## config.mk

```make
export PLATFORM = sky130hd
export DESIGN_NAME = vx_tcu_drl_norm
export DESIGN_NICKNAME = d
export VERILOG_FILES = /design/src/rtl/vx_tcu_drl_norm_pkg.sv /design/src/rtl/vx_tcu_drl_norm_lzc.sv /design/src/rtl/vx_tcu_drl_norm.sv
export SDC_FILE = /design/constraint.sdc
export NUM_CORES = 1
export LEC_CHECK = 0
export ABC_AREA = 1
export CORE_ASPECT_RATIO = 0.8
export CORE_MARGIN = 4
export CORE_UTILIZATION = 60
export CTS_CLUSTER_SIZE = 30
export DETAILED_ROUTE_END_ITERATION = 8
export GPL_ROUTABILITY_DRIVEN = 0
export MAX_ROUTING_LAYER = met4
export PLACE_DENSITY = 0.86
export SYNTH_ARGS = -nofsm -noshare
export SYNTH_HDL_FRONTEND = slang
export SYNTH_SLANG_ARGS = --single-unit
```

## constraint.sdc

```tcl
create_clock -name clk -period 12.6 [get_ports clk]
set_clock_uncertainty 0.05 [all_clocks]
set_input_delay 1.89 -clock clk [delete_from_list [all_inputs] [get_ports clk]]
set_output_delay 1.89 -clock clk [all_outputs]
set_load 0.01 [all_outputs]
```

## src/rtl/vx_tcu_drl_norm_pkg.sv

```systemverilog
// -----------------------------------------------------------------------------
// vx_tcu_drl_norm_pkg
// Shared constants for the tensor-core dot-product-result normalizer:
//   - rounding-mode encoding (only round-to-nearest-even is used today)
//   - bit positions of the {OF, UF, NX} exception flags
//   - internal exponent width and a rounding-increment helper
// -----------------------------------------------------------------------------
package vx_tcu_drl_norm_pkg;

  typedef enum logic [2:0] {
    RM_RNE = 3'd0,  // nearest, ties to even
    RM_RTZ = 3'd1,  // toward zero
    RM_RDN = 3'd2,  // toward -inf
    RM_RUP = 3'd3,  // toward +inf
    RM_RMM = 3'd4   // nearest, ties away from zero
  } rnd_mode_e;

  // fflags = {OF, UF, NX}
  localparam int FFLAG_NX = 0;
  localparam int FFLAG_UF = 1;
  localparam int FFLAG_OF = 2;
  localparam int FFLAG_W  = 3;

  // Signed biased exponent width inside the pipe; wide enough for
  // exp_in (10 b unsigned) plus the msb position and a rounding carry.
  localparam int EXP_W = 12;

  // Returns 1 when the truncated mantissa must be incremented by one ulp.
  function automatic logic round_inc(input rnd_mode_e rm,
                                     input logic      sign,
                                     input logic      lsb,
                                     input logic      guard,
                                     input logic      sticky);
    logic inc;
    inc = 1'b0;
    case (rm)
      RM_RNE:  inc = guard & (lsb | sticky);
      RM_RTZ:  inc = 1'b0;
      RM_RDN:  inc = sign & (guard | sticky);
      RM_RUP:  inc = ~sign & (guard | sticky);
      RM_RMM:  inc = guard;
      default: inc = 1'b0;
    endcase
    return inc;
  endfunction

endpackage

```

## src/rtl/vx_tcu_drl_norm_lzc.sv

```systemverilog
// -----------------------------------------------------------------------------
// vx_tcu_drl_norm_lzc
// Combinational leading-zero counter.
//   data_in : N-bit vector
//   cnt_out : number of zeros above the most significant set bit
//             (0 when data_in is all zero; callers detect zero separately)
// -----------------------------------------------------------------------------
module vx_tcu_drl_norm_lzc #(
  parameter int N = 30
) (
  input  logic [N-1:0]         data_in,
  output logic [$clog2(N)-1:0] cnt_out
);

  localparam int CW = $clog2(N);

  // Scan upward so the highest set bit is the last one to write the count.
  always_comb begin
    cnt_out = '0;
    for (int i = 0; i < N; i++) begin
      if (data_in[i]) cnt_out = CW'(N - 1 - i);
    end
  end

endmodule

```

## src/rtl/vx_tcu_drl_norm.sv

```systemverilog
// -----------------------------------------------------------------------------
// vx_tcu_drl_norm
// Normalizes a signed fixed-point accumulator sum and packs it into IEEE-754
// binary32 (round-to-nearest-even, no subnormals). Three-stage elastic pipe:
//   S0 sign/abs -> S1 leading-zero count + left shift -> S2 round + pack
//
// Ports
//   clk, reset             single clock, asynchronous active-high reset
//   valid_in / ready_in    input handshake (transfer on valid_in & ready_in)
//   req_id_in [31:0]       request tag, carried alongside the data
//   sig_in [WA-1:0]        signed significand, value = sig x 2^(exp-127-FRAC)
//   sticky_in              OR of bits already discarded upstream
//   exp_in [9:0]           unsigned biased common exponent
//   valid_out / ready_out  output handshake
//   req_id_out [31:0]      tag of the result beat
//   result [31:0]          binary32 result
//   fflags [2:0]           {OF, UF, NX}
// -----------------------------------------------------------------------------
module vx_tcu_drl_norm
  import vx_tcu_drl_norm_pkg::*;
#(
  parameter string INSTANCE_ID = "",
  parameter int    WA          = 30,
  parameter int    FRAC        = 24
) (
  input  logic          clk,
  input  logic          reset,
  input  logic          valid_in,
  output logic          ready_in,
  input  logic [31:0]   req_id_in,
  input  logic [WA-1:0] sig_in,
  input  logic          sticky_in,
  input  logic [9:0]    exp_in,
  output logic          valid_out,
  input  logic          ready_out,
  output logic [31:0]   req_id_out,
  output logic [31:0]   result,
  output logic [2:0]    fflags
);

  localparam int LZW = $clog2(WA);
  // Normalized magnitude padded with two zero lsbs so that mantissa, guard
  // and sticky slices exist for any WA >= 24.
  localparam int NW  = WA + 2;

  localparam logic signed [EXP_W-1:0] EXP_INF  = EXP_W'(255);
  localparam logic signed [EXP_W-1:0] EXP_ZERO = '0;

  // ---------------------------------------------------------------------------
  // Handshake chain: a stage may load when empty or when it drains this cycle.
  // ---------------------------------------------------------------------------
  logic s0_valid_q, s0_valid_d;
  logic s1_valid_q, s1_valid_d;
  logic s2_valid_q, s2_valid_d;

  logic s0_ready, s1_ready, s2_ready;
  logic s0_load, s1_load, s2_load;

  assign s2_ready = !s2_valid_q || ready_out;
  assign s1_ready = !s1_valid_q || s2_ready;
  assign s0_ready = !s0_valid_q || s1_ready;

  assign s0_load  = valid_in   && s0_ready;
  assign s1_load  = s0_valid_q && s1_ready;
  assign s2_load  = s1_valid_q && s2_ready;

  assign ready_in = s0_ready;

  always_comb begin
    s0_valid_d = s0_ready ? valid_in   : s0_valid_q;
    s1_valid_d = s1_ready ? s0_valid_q : s1_valid_q;
    s2_valid_d = s2_ready ? s1_valid_q : s2_valid_q;
  end

  always_ff @(posedge clk or posedge reset) begin
    if (reset) begin
      s0_valid_q <= 1'b0;
      s1_valid_q <= 1'b0;
      s2_valid_q <= 1'b0;
    end else begin
      // NOTE: sequential state uses non-blocking assignments so every flop
      // samples the pre-edge value of its neighbours, independent of order.
      s0_valid_q <= s0_valid_d;
      s1_valid_q <= s1_valid_d;
      s2_valid_q <= s2_valid_d;
    end
  end

  // ---------------------------------------------------------------------------
  // S0: sign / absolute value. The most negative input maps to 2^(WA-1),
  // which is representable as WA-bit unsigned.
  // ---------------------------------------------------------------------------
  logic          s0_sign_q,   s0_sign_d;
  logic [WA-1:0] s0_mag_q,    s0_mag_d;
  logic          s0_sticky_q, s0_sticky_d;
  logic [9:0]    s0_exp_q,    s0_exp_d;
  logic [31:0]   s0_id_q,     s0_id_d;

  always_comb begin
    // NOTE: every always_comb output gets a default first (here: hold), so no
    // path leaves a variable unassigned and no latch is inferred.
    s0_sign_d   = s0_sign_q;
    s0_mag_d    = s0_mag_q;
    s0_sticky_d = s0_sticky_q;
    s0_exp_d    = s0_exp_q;
    s0_id_d     = s0_id_q;
    if (s0_load) begin
      s0_sign_d   = sig_in[WA-1];
      s0_mag_d    = sig_in[WA-1] ? (~sig_in + WA'(1)) : sig_in;
      s0_sticky_d = sticky_in;
      s0_exp_d    = exp_in;
      s0_id_d     = req_id_in;
    end
  end

  // ---------------------------------------------------------------------------
  // S1: leading-zero count, left shift, biased exponent
  //   E = exp_in - FRAC + p,  p = WA-1-lz
  // ---------------------------------------------------------------------------
  logic [LZW-1:0]          s0_lz;
  logic                    s1_sign_q,   s1_sign_d;
  logic [WA-1:0]           s1_norm_q,   s1_norm_d;
  logic                    s1_sticky_q, s1_sticky_d;
  logic signed [EXP_W-1:0] s1_exp_q,    s1_exp_d;
  logic [31:0]             s1_id_q,     s1_id_d;

  vx_tcu_drl_norm_lzc #(
    .N (WA)
  ) u_lzc (
    .data_in (s0_mag_q),
    .cnt_out (s0_lz)
  );

  always_comb begin
    s1_sign_d   = s1_sign_q;
    s1_norm_d   = s1_norm_q;
    s1_sticky_d = s1_sticky_q;
    s1_exp_d    = s1_exp_q;
    s1_id_d     = s1_id_q;
    if (s1_load) begin
      s1_sign_d   = s0_sign_q;
      s1_norm_d   = s0_mag_q << s0_lz;
      s1_sticky_d = s0_sticky_q;
      s1_exp_d    = EXP_W'(s0_exp_q) + EXP_W'(WA - 1 - FRAC) - EXP_W'(s0_lz);
      s1_id_d     = s0_id_q;
    end
  end

  // ---------------------------------------------------------------------------
  // S2: round to nearest even and pack. After normalization the msb of the
  // shifted magnitude is 1 unless the magnitude was zero.
  // ---------------------------------------------------------------------------
  logic [NW-1:0]           s2_ext;
  logic                    s2_zero;
  logic [22:0]             s2_mant;
  logic                    s2_guard;
  logic                    s2_rsticky;
  logic                    s2_inc;
  logic [23:0]             s2_mant_r;
  logic signed [EXP_W-1:0] s2_exp_r;
  logic [31:0]             s2_pack;
  logic [FFLAG_W-1:0]      s2_flags;

  logic [31:0]             s2_result_q, s2_result_d;
  logic [2:0]              s2_fflags_q, s2_fflags_d;
  logic [31:0]             s2_id_q,     s2_id_d;

  always_comb begin
    s2_ext     = {s1_norm_q, 2'b00};
    s2_zero    = !s2_ext[NW-1];
    s2_mant    = s2_ext[NW-2 -: 23];
    s2_guard   = s2_ext[NW-25];
    s2_rsticky = (|s2_ext[NW-26:0]) | s1_sticky_q;
    s2_inc     = round_inc(RM_RNE, s1_sign_q, s2_mant[0], s2_guard, s2_rsticky);

    // A carry out of the 23-bit mantissa leaves it all zero and bumps E.
    s2_mant_r  = {1'b0, s2_mant} + 24'(s2_inc);
    s2_exp_r   = s1_exp_q + EXP_W'(s2_mant_r[23]);

    s2_flags   = '0;
    if (s2_zero) begin
      s2_pack            = 32'h0000_0000;
      s2_flags[FFLAG_NX] = s1_sticky_q;
    end else if (s2_exp_r >= EXP_INF) begin
      s2_pack            = {s1_sign_q, 8'hFF, 23'd0};
      s2_flags[FFLAG_OF] = 1'b1;
      s2_flags[FFLAG_NX] = 1'b1;
    end else if (s2_exp_r <= EXP_ZERO) begin
      s2_pack            = {s1_sign_q, 31'd0};
      s2_flags[FFLAG_UF] = 1'b1;
      s2_flags[FFLAG_NX] = 1'b1;
    end else begin
      s2_pack            = {s1_sign_q, s2_exp_r[7:0], s2_mant_r[22:0]};
      s2_flags[FFLAG_NX] = s2_guard | s2_rsticky;
    end

    s2_result_d = s2_result_q;
    s2_fflags_d = s2_fflags_q;
    s2_id_d     = s2_id_q;
    if (s2_load) begin
      s2_result_d = s2_pack;
      s2_fflags_d = s2_flags;
      s2_id_d     = s1_id_q;
    end
  end

  // NOTE: datapath registers carry no reset; the valid bits alone decide
  // whether their contents mean anything, so resetting them buys nothing.
  always_ff @(posedge clk) begin
    s0_sign_q   <= s0_sign_d;
    s0_mag_q    <= s0_mag_d;
    s0_sticky_q <= s0_sticky_d;
    s0_exp_q    <= s0_exp_d;
    s0_id_q     <= s0_id_d;

    s1_sign_q   <= s1_sign_d;
    s1_norm_q   <= s1_norm_d;
    s1_sticky_q <= s1_sticky_d;
    s1_exp_q    <= s1_exp_d;
    s1_id_q     <= s1_id_d;

    s2_result_q <= s2_result_d;
    s2_fflags_q <= s2_fflags_d;
    s2_id_q     <= s2_id_d;
  end

  assign valid_out  = s2_valid_q;
  assign result     = s2_result_q;
  assign fflags     = s2_fflags_q;
  assign req_id_out = s2_id_q;

endmodule

```

==> results of run 1 <==
placed cells by master, fill, tap and decap left out, types with 8 or more instances in the layout:
master | netlist | layout
a21oi_1 | 25 | 23
nor2_1 | 75 | 75
nand3_1 | 176 | 176
clkbuf_16 | 0 | 20
o21ai_0 | 21 | 21
nor3_1 | 32 | 32
edfxtp_1 | 217 | 217
a31oi_1 | 9 | 8
clkdlybuf4s50_1 | 0 | 145
nand2_1 | 204 | 204
nor4_1 | 10 | 10
xor2_1 | 31 | 31
xnor2_1 | 14 | 14
inv_1 | 130 | 128
nand4_1 | 8 | 8
ha_1 | 21 | 21
routing by layer:
layer	part of all wire (%)	global-route usage, %	vias up	wire [microns]
met5	0	-	-	0
met4	2.2	5.260	0	476
met3	8.3	3.522	44	1794
met2	47	34.59	363	10190
met1	43	30.65	3638	9237
li1	-	-	3869	-
worst paths after layout:
check / startpoint / endpoint / slack (ns)
setup / recovery: s1_sticky_q / fflags[0] / 6.44
hold / removal: s0_id_q[28] / s1_id_q[28] / 0.36
setup reg to reg: s1_sticky_q / fflags[0] / 6.44
hold reg to reg: s0_id_q[28] / s1_id_q[28] / 0.36
max in group asynchronous: reset / valid_out / 10.85
min in group asynchronous: reset / s0_valid_q / 1.52
worst register-to-register path, delay by kind of cell (launching register included):
family	cells	cell delay, ns
AO/OA/AOI/OAI	4	0.89
XOR/XNOR	1	0.17
adder cells (fa/ha/maj)	3	0.61
buffers and inverters	5	0.59
flip-flops	1	0.36
AND/OR/NAND/NOR	20	3.24
kinds of logic after synthesis:
family | share of synthesized area (%)
xor gates and xnor gates | 3.695
adders and majority gates | 2.651
and+or+nand+nor | 21.75
AOI/OAI and AO/OA | 3.789
DFF | 61.79
buffers and inverters | 6.323
power by group:
group	switching (mW)	total (mW)	internal, mW
Clock	0.245	0.578	0.333
Sequential	0.0581	1.05	0.988
Combinational	0.296	0.493	0.197
Total	0.599	2.12	1.52
state kept, by name, indices dropped and copies added, names as in the netlist, 3 cells and up:
signal      count
s1_exp_q       12
req_id_out     32
s0_exp_q       10
s0_id_q        32
result         32
s0_mag_q       30
s1_id_q        32
fflags          3
s1_norm_q      30
final cells by class:
type	count	area [sq um]	share of cell area, %
sequential	220	6591	50.98
multi-input combinational	658	3422	26.47
timing repair buffer	151	1496	11.57
clock buffer	23	511.7	3.958
inverter	135	506.7	3.919
tap	225	281.5	2.177
clock inverter	13	118.9	0.9194
stage by stage:
stage / setup slack, ns / instances
CTS: 6.548 / 1425
floorplan: 6.872 / 1041
finish: 6.438 / 1425
global route: 5.813 / 1425
detailed placement: 6.517 / 1389
global placement: 7.005 / 1389
==> flow_summary.yaml, run 1 <==
global_route:
  overflow: 0
  grt_usage_pct: 21.98
  grt_max_degree: 77
  antenna_found_initial: 0
  grt_first_pass_wirelength_mm: 35.07
  first_global_vias: 7333
sta:
  clock.fmax_mhz: 162.3
  rsz0062_at_grt: "no"
  tns_ns: 0
  slew-limit-headroom_pct: 35.57
  fin_crit_ns: 6.162
  final-setup-viol-count: 0
  hold_viol: 0
  whs_ns: 0.3580
  fin_crit_sh_pct: 48.90
  slew_viol_final: 0
  worst_pin_slew_ns: 0.9665
placement:
  dp_hpwl_mm: 15.56
  placed_area_sq_mm: 0.01230
  port_buffers: 145
worst_setup_path:
  critPathMaxFanout: 18
  cp_num_cells: 33
  critPathRequiredTime_ns: 12.80
  path_delay_family: "simple AND/OR/NAND/NOR gates"
  critPathLaunchType: "register"
  critPathKind: "reg2reg"
  worst-path-buf-inv: 5
  slowest_stage: "nor2_1"
  cp-end-kind: "register"
  max_stage_delay_ns: 0.42
  arrival_ns: 6.36
  crit_top_cell: "nor2_1"
  reg2reg_depth: 33
clock_tree:
  worstSkewPairLatency_ns: 0.50
  clk_pin_slew_ns: 0.06
  cts-resized-gates: 0
  root_buffer: "clkbuf_16"
  htree_levels: 1
  cts_tree: "built"
  cts_buffers: 20
  cts.path.max_buffers: 3
  cts_hold_buf: 0
  cts_setup_buffers: 0
  cts.sinks: 220
finish:
  area_delta_synth_final_pct: 21.21
  fin_nets: 1285
  fill_cells: 1179
  stdcell_area_sq_mm: 0.01293
  final_util_pct: 74.40
  drive_above_1_share_pct: 4.083
  n_antenna_cell: 0
yosys:
  synth_common_cells: "edfxtp_1, nand2_1, nand3_1"
  synth_area_sq_mm: 0.01067
  synth_edf_count: 217
  yosys.area.top_type_share_pct: 61.09
  synth_nets: 1140
  async_flop_share_pct: 1.364
  synth_area_leaders: "edfxtp_1, nand3_1, nand2_1"
  ys_ff_latch: 220
  yosys_warnings: 0
  synthFlopType: "edfxtp_1"
  synth_cell_types: 41
  syn_area_per_cell_sq_um: 10.25
  ys_seq_area_share_pct: 61.79
  synth_top_cell_by_area: "edfxtp_1"
  synthCells: 1041
  post-synth-top-count-cell: "edfxtp_1"
drt:
  wl_mm: 21.70
  via_per_inst: 5.554
  antenna_left: 0
  firstDrtPassIters: 6
  drc: 0
  vias: 7914
  wl_per_cell_microns: 15.23
  drt-initial-drc-count: 818
die:
  die_area_sq_mm: 0.01999
  row_count: 43
  ios: 146
  fp.dieH_microns: 127.3
  die_w_microns: 157.1
  design.core.area_sq_mm: 0.01738
  start_util_pct: 61.38
power_and_ir_drop:
  p_per_area_mw_per_mm2: 163.8
  total_power_mw: 2.118
  leakage_nw: 5.200
  irDropWorstVdd_mv: 0.08406
run_status:
  outcome: "finished, final reports clean"
worst_hold_path:
  hold_depth: 0
  hp-class: "reg2reg"
flow_run:
  drv_cap: 0
No activity file was read; power rests on OpenSTA's default activity.
==> run 2: changes to the inputs <==
CORE_UTILIZATION = 50   (was 60)
PLACE_DENSITY = 0.77   (was 0.86)
clock period = 5.3 ns   (was 12.6 ns; I/O delays follow)
==> run 2 against run 1 <==
Compared with the run above: final cell count rose by 4.3%; combinational power up 150%; final area increased by 2.6%; worst hold slack improved by 0.0053 ns; via count down 1.2%; first-iteration DRC count rose by 11%; sequential power rose by 140%.
==> flow_summary.yaml, run 2 (synthesized netlist as in run 1, its figures left out) <==
finish:
  stdcell_count: 1486
  regArea_sq_mm: 0.006591
  multiInputGateArea_sq_mm: 0.003576
  final_common_cell: "edfxtp_1"
  n_antenna_cell: 0
  fin_nets: 1301
  stdcell_area_sq_mm: 0.01327
  drive_above_1_share_pct: 7.724
  fill_cells: 1666
  area_delta_synth_final_pct: 24.39
  final_cell_mix: "edfxtp_1, nand2_1, nand3_1"
run_status:
  outcome: "finished, final reports clean"
worst_setup_path:
  reg2reg_depth: 34
  max_stage_delay_ns: 0.35
  critPathLaunchType: "register"
  slowest_stage: "edfxtp_1"
  cp-end-kind: "register"
  critPathMaxFanout: 7
  critPathKind: "reg2reg"
  critPathRequiredTime_ns: 5.51
  arrival_ns: 5.18
drt:
  wl_per_cell_microns: 14.73
  via_per_inst: 5.264
  drt-initial-drc-count: 905
  drc: 0
  vias: 7822
  wl_mm: 21.90
  firstDrtPassIters: 6
  antenna_left: 0
sta:
  fin_crit_ns: 4.973
  slew-limit-headroom_pct: 36.08
  hold_viol: 0
  tns_ns: 0
  fin_crit_sh_pct: 93.82
  layout_setup_ws_ns: 0.3274
  worst_pin_slew_ns: 0.9574
  slew_viol_final: 0
  final-setup-viol-count: 0
  clock.fmax_mhz: 201.1
global_route:
  overflow: 0
  grt_max_degree: 68
  grt_first_pass_wirelength_mm: 34.43
  antenna_found_initial: 0
  first_global_vias: 6998
  grt_usage_pct: 18.14
die:
  row_count: 47
  start_util_pct: 51.24
  die_area_sq_mm: 0.02375
  die_w_microns: 171.3
  ios: 146
  fp.dieH_microns: 138.6
  design.core.area_sq_mm: 0.02082
power_and_ir_drop:
  p_per_area_mw_per_mm2: 383.4
  clkPwrFrac_pct: 27.0
  power_frac_comb_pct: 24.1
  p_sw_share_pct: 28.95
  switchingPower_mw: 1.472
  leakage_nw: 5.274
  pwr-share-seq_pct: 48.9
  p_int_mw: 3.614
  irDropWorstVdd_mv: 0.2322
worst_hold_path:
  hp-class: "reg2reg"
  hold_depth: 0
clock_tree:
  htree_levels: 1
  cts_tree: "built"
  cts.sinks: 220
  clk_pin_slew_ns: 0.06
  cts_buffers: 22
  cts_hold_buf: 0
  root_buffer: "clkbuf_16"
  cts.path.max_buffers: 3
  worstSkewPairLatency_ns: 0.51
placement:
  dp_cells: 1439
  dp_hpwl_mm: 15.88
  dpl_worst_slack_ns: -0.1772
  placed_area_sq_mm: 0.01240
  port_buffers: 145
flow_run:
  drv_cap: 0
-- run 2: cell types whose count changed in the layout (fill, tap and decap cells not counted), sizes merged --
cell,before,now
clkbuf,23,25
clkinvlp,0,3
buf,6,20
bufinv,2,0
-- run 2: final timing paths --
| check | startpoint | to | slack [ns] |
|---|---|---|---|
| setup / recovery | s1_sticky_q | fflags[0] | 0.33 |
| hold / removal | s1_id_q[13] | req_id_out[13] | 0.36 |
| setup reg to reg | s1_sticky_q | fflags[0] | 0.33 |
| hold reg to reg | s1_id_q[13] | req_id_out[13] | 0.36 |
| max in group asynchronous | reset | s1_valid_q | 4.66 |
| min in group asynchronous | reset | s0_valid_q | 0.40 |
-- run 2: timing repair --
action	CTS	global route
gates cloned	0	0
endpoints found under the setup margin	14	34
pin swaps	0	16
resized for setup	3	33
setup buffers	0	8
-- run 2: stage by stage --
step	power, mW	util (%)	hold WS (ns)
finish	5.086	63.73	0.3633
global placement	3.650	59.56	0.3501
detailed placement	3.690	59.56	0.3545
floorplan	3.193	-	0.3503
CTS	5.074	62.73	0.3619
global route	5.376	63.73	0.3637
-- run 2: power groups by stage --
stage,Clock [mW],Combinational [mW],Sequential (mW)
floorplan,0,0.628,2.56
global placement,0,1.15,2.50
detailed placement,0,1.17,2.52
CTS,1.41,1.18,2.48
global route,1.50,1.35,2.52
finish,1.37,1.22,2.49
-- run 2: layout make-up --
class,count,share of cell area (%)
clock inverter,14,0.6507
multi-input combinational,658,26.95
timing repair buffer,165,12.13
tap,269,2.537
sequential,220,49.68
clock buffer,25,4.234
inverter,135,3.819
-- run 2: worst max-delay path, delay by kind of cell, from the launching register on --
family / cells / cell delay (ns)
buf+inv: 6 / 0.48
compound gates: 4 / 0.86
xor+xnor: 1 / 0.10
simple gates: 20 / 2.35
fa+ha+maj: 3 / 0.51
flops: 1 / 0.35
-- run 2: per-layer routing --
| metal | GRT usage (%) | part of all wire, % | vias to the layer above | wire (microns) |
|---|---|---|---|---|
| li1 | - | - | 3898 | - |
| met1 | 26.89 | 45 | 3579 | 9794 |
| met2 | 26.72 | 46 | 310 | 9981 |
| met3 | 2.479 | 7.5 | 35 | 1648 |
| met4 | 4.585 | 2.2 | 0 | 471 |
| met5 | - | 0 | - | 0 |
==> run 3: changes to the inputs <==
CORE_UTILIZATION = 31   (was 50)
PLACE_DENSITY = default   (was 0.77)
SLEW_MARGIN = 20   (was default)
==> run 3 against run 2 <==
Compared with the run above: critical path depth unchanged; power increased by 8.8%; maximum frequency increased by 0.50%; non-clock buffer count increased by 2; final area increased by 3.0%; global-route usage decreased by 4.9 points; wire length increased by 13%; worst hold slack got worse by 0.019 ns; via count increased by 0.32%; core utilization decreased by 23 points; critical endpoint unchanged; largest power group unchanged.
==> flow_summary.yaml, run 3 (synthesized netlist as in run 1, its figures left out) <==
global_route:
  grt_max_degree: 68
  first_global_vias: 7707
  grt_first_pass_wirelength_mm: 39.54
  antenna_found_initial: 0
  grt_usage_pct: 13.20
  overflow: 0
finish:
  final_cell_mix: "edfxtp_1, nand2_1, nand3_1"
  area_delta_synth_final_pct: 28.06
  drive_above_1_share_pct: 8.320
  fill_cells: 3303
  n_antenna_cell: 0
  final_common_cell: "edfxtp_1"
  final_util_pct: 40.43
  multiInputGateArea_sq_mm: 0.003521
  fin_nets: 1306
  regArea_sq_mm: 0.006591
clock_tree:
  root_buffer: "clkbuf_16"
  worstSkewPairLatency_ns: 0.53
  cts_tree: "built"
  cts.path.max_buffers: 3
  cts_hold_buf: 0
  htree_levels: 1
  cts.sinks: 220
  cts_buffers: 25
  clk_pin_slew_ns: 0.06
power_and_ir_drop:
  total_power_mw: 5.534
  p_per_area_mw_per_mm2: 405.2
  leakage_nw: 5.405
  irDropWorstVdd_mv: 0.1864
placement:
  dp_hpwl_mm: 18.22
  port_buffers: 145
  dpl_worst_slack_ns: -0.1591
die:
  row_count: 60
  fp.dieH_microns: 173.9
  ios: 146
  start_util_pct: 31.57
  design.core.area_sq_mm: 0.03378
  die_area_sq_mm: 0.03746
  die_w_microns: 215.4
worst_setup_path:
  worst-path-buf-inv: 6
  critPathLaunchType: "register"
  max_stage_delay_ns: 0.36
  arrival_ns: 5.17
  critPathMaxFanout: 11
  crit_start: "s1_sticky_q"
  slowest_stage: "edfxtp_1"
  path_delay_family: "simple AND/OR/NAND/NOR gates"
  cp-end-kind: "register"
  critPathKind: "reg2reg"
  r2r_start: "s1_sticky_q"
  critPathRequiredTime_ns: 5.52
drt:
  wl_mm: 24.82
  vias: 7847
  antenna_left: 0
  drc: 0
  drt-initial-drc-count: 593
  via_per_inst: 4.727
  firstDrtPassIters: 5
  wl_per_cell_microns: 14.95
sta:
  fin_crit_ns: 4.948
  layout_setup_ws_ns: 0.3520
  worst_pin_slew_ns: 0.9666
  fin_crit_sh_pct: 93.36
  clock.fmax_mhz: 202.1
  final-setup-viol-count: 0
  slew-limit-headroom_pct: 35.49
  whs_ns: 0.3440
  slew_viol_final: 0
  hold_viol: 0
run_status:
  outcome: "finished, final reports clean"
worst_hold_path:
  hp-start: "s1_id_q[27]"
  hp-class: "reg2reg"
flow_run:
  drv_cap: 0
run 3: report_power, final:
group / switching [mW] / internal [mW] / total [mW]
Clock: 0.697 / 1.11 / 1.81
Sequential: 0.145 / 2.35 / 2.49
Combinational: 0.739 / 0.492 / 1.23
run 3: cell type report:
class,count,share of cell area (%)
clock buffer,26,4.607
clock inverter,20,1.795
inverter,135,3.728
multi-input combinational,658,25.78
sequential,220,48.25
tap,434,3.975
timing repair buffer,167,11.86
run 3: final timing paths:
path / cells past startpoint / endpoint / slack [ns]
worst max-delay path: 34 / fflags[0] / 0.35
worst min-delay path: 0 / req_id_out[27] / 0.34
worst max register to register: 34 / fflags[0] / 0.35
worst min register to register: 0 / req_id_out[27] / 0.34
max in group asynchronous: 2 / s0_valid_q / 4.67
min in group asynchronous: 2 / valid_out / 0.39
run 3: what timing repair did:
action,4_1_cts,5_1_grt
gates resized for setup,4,23
pin swaps,0,8
setup endpoints to repair,14,34
buffers inserted,0,5
run 3: metrics by stage:
step,area [sq um],TNS (ns),instances
floorplan,10670,0,1041
global placement,12640,0,1609
detailed placement,12640,-0.7907,1609
CTS,13530,0,1655
global route,13660,-0.8995,1660
finish,13660,0,1660
run 3: metal layers:
layer  GRT usage, %  up-vias  share of wire [%]  wire, microns
met3          2.656       42                6.3           1567
met4          3.247        0                2.5            625
met1          18.11     3642                 47          11730
met2          20.27      247                 44          10900
met5              -        -                  0              0
li1               -     3916                  -              -
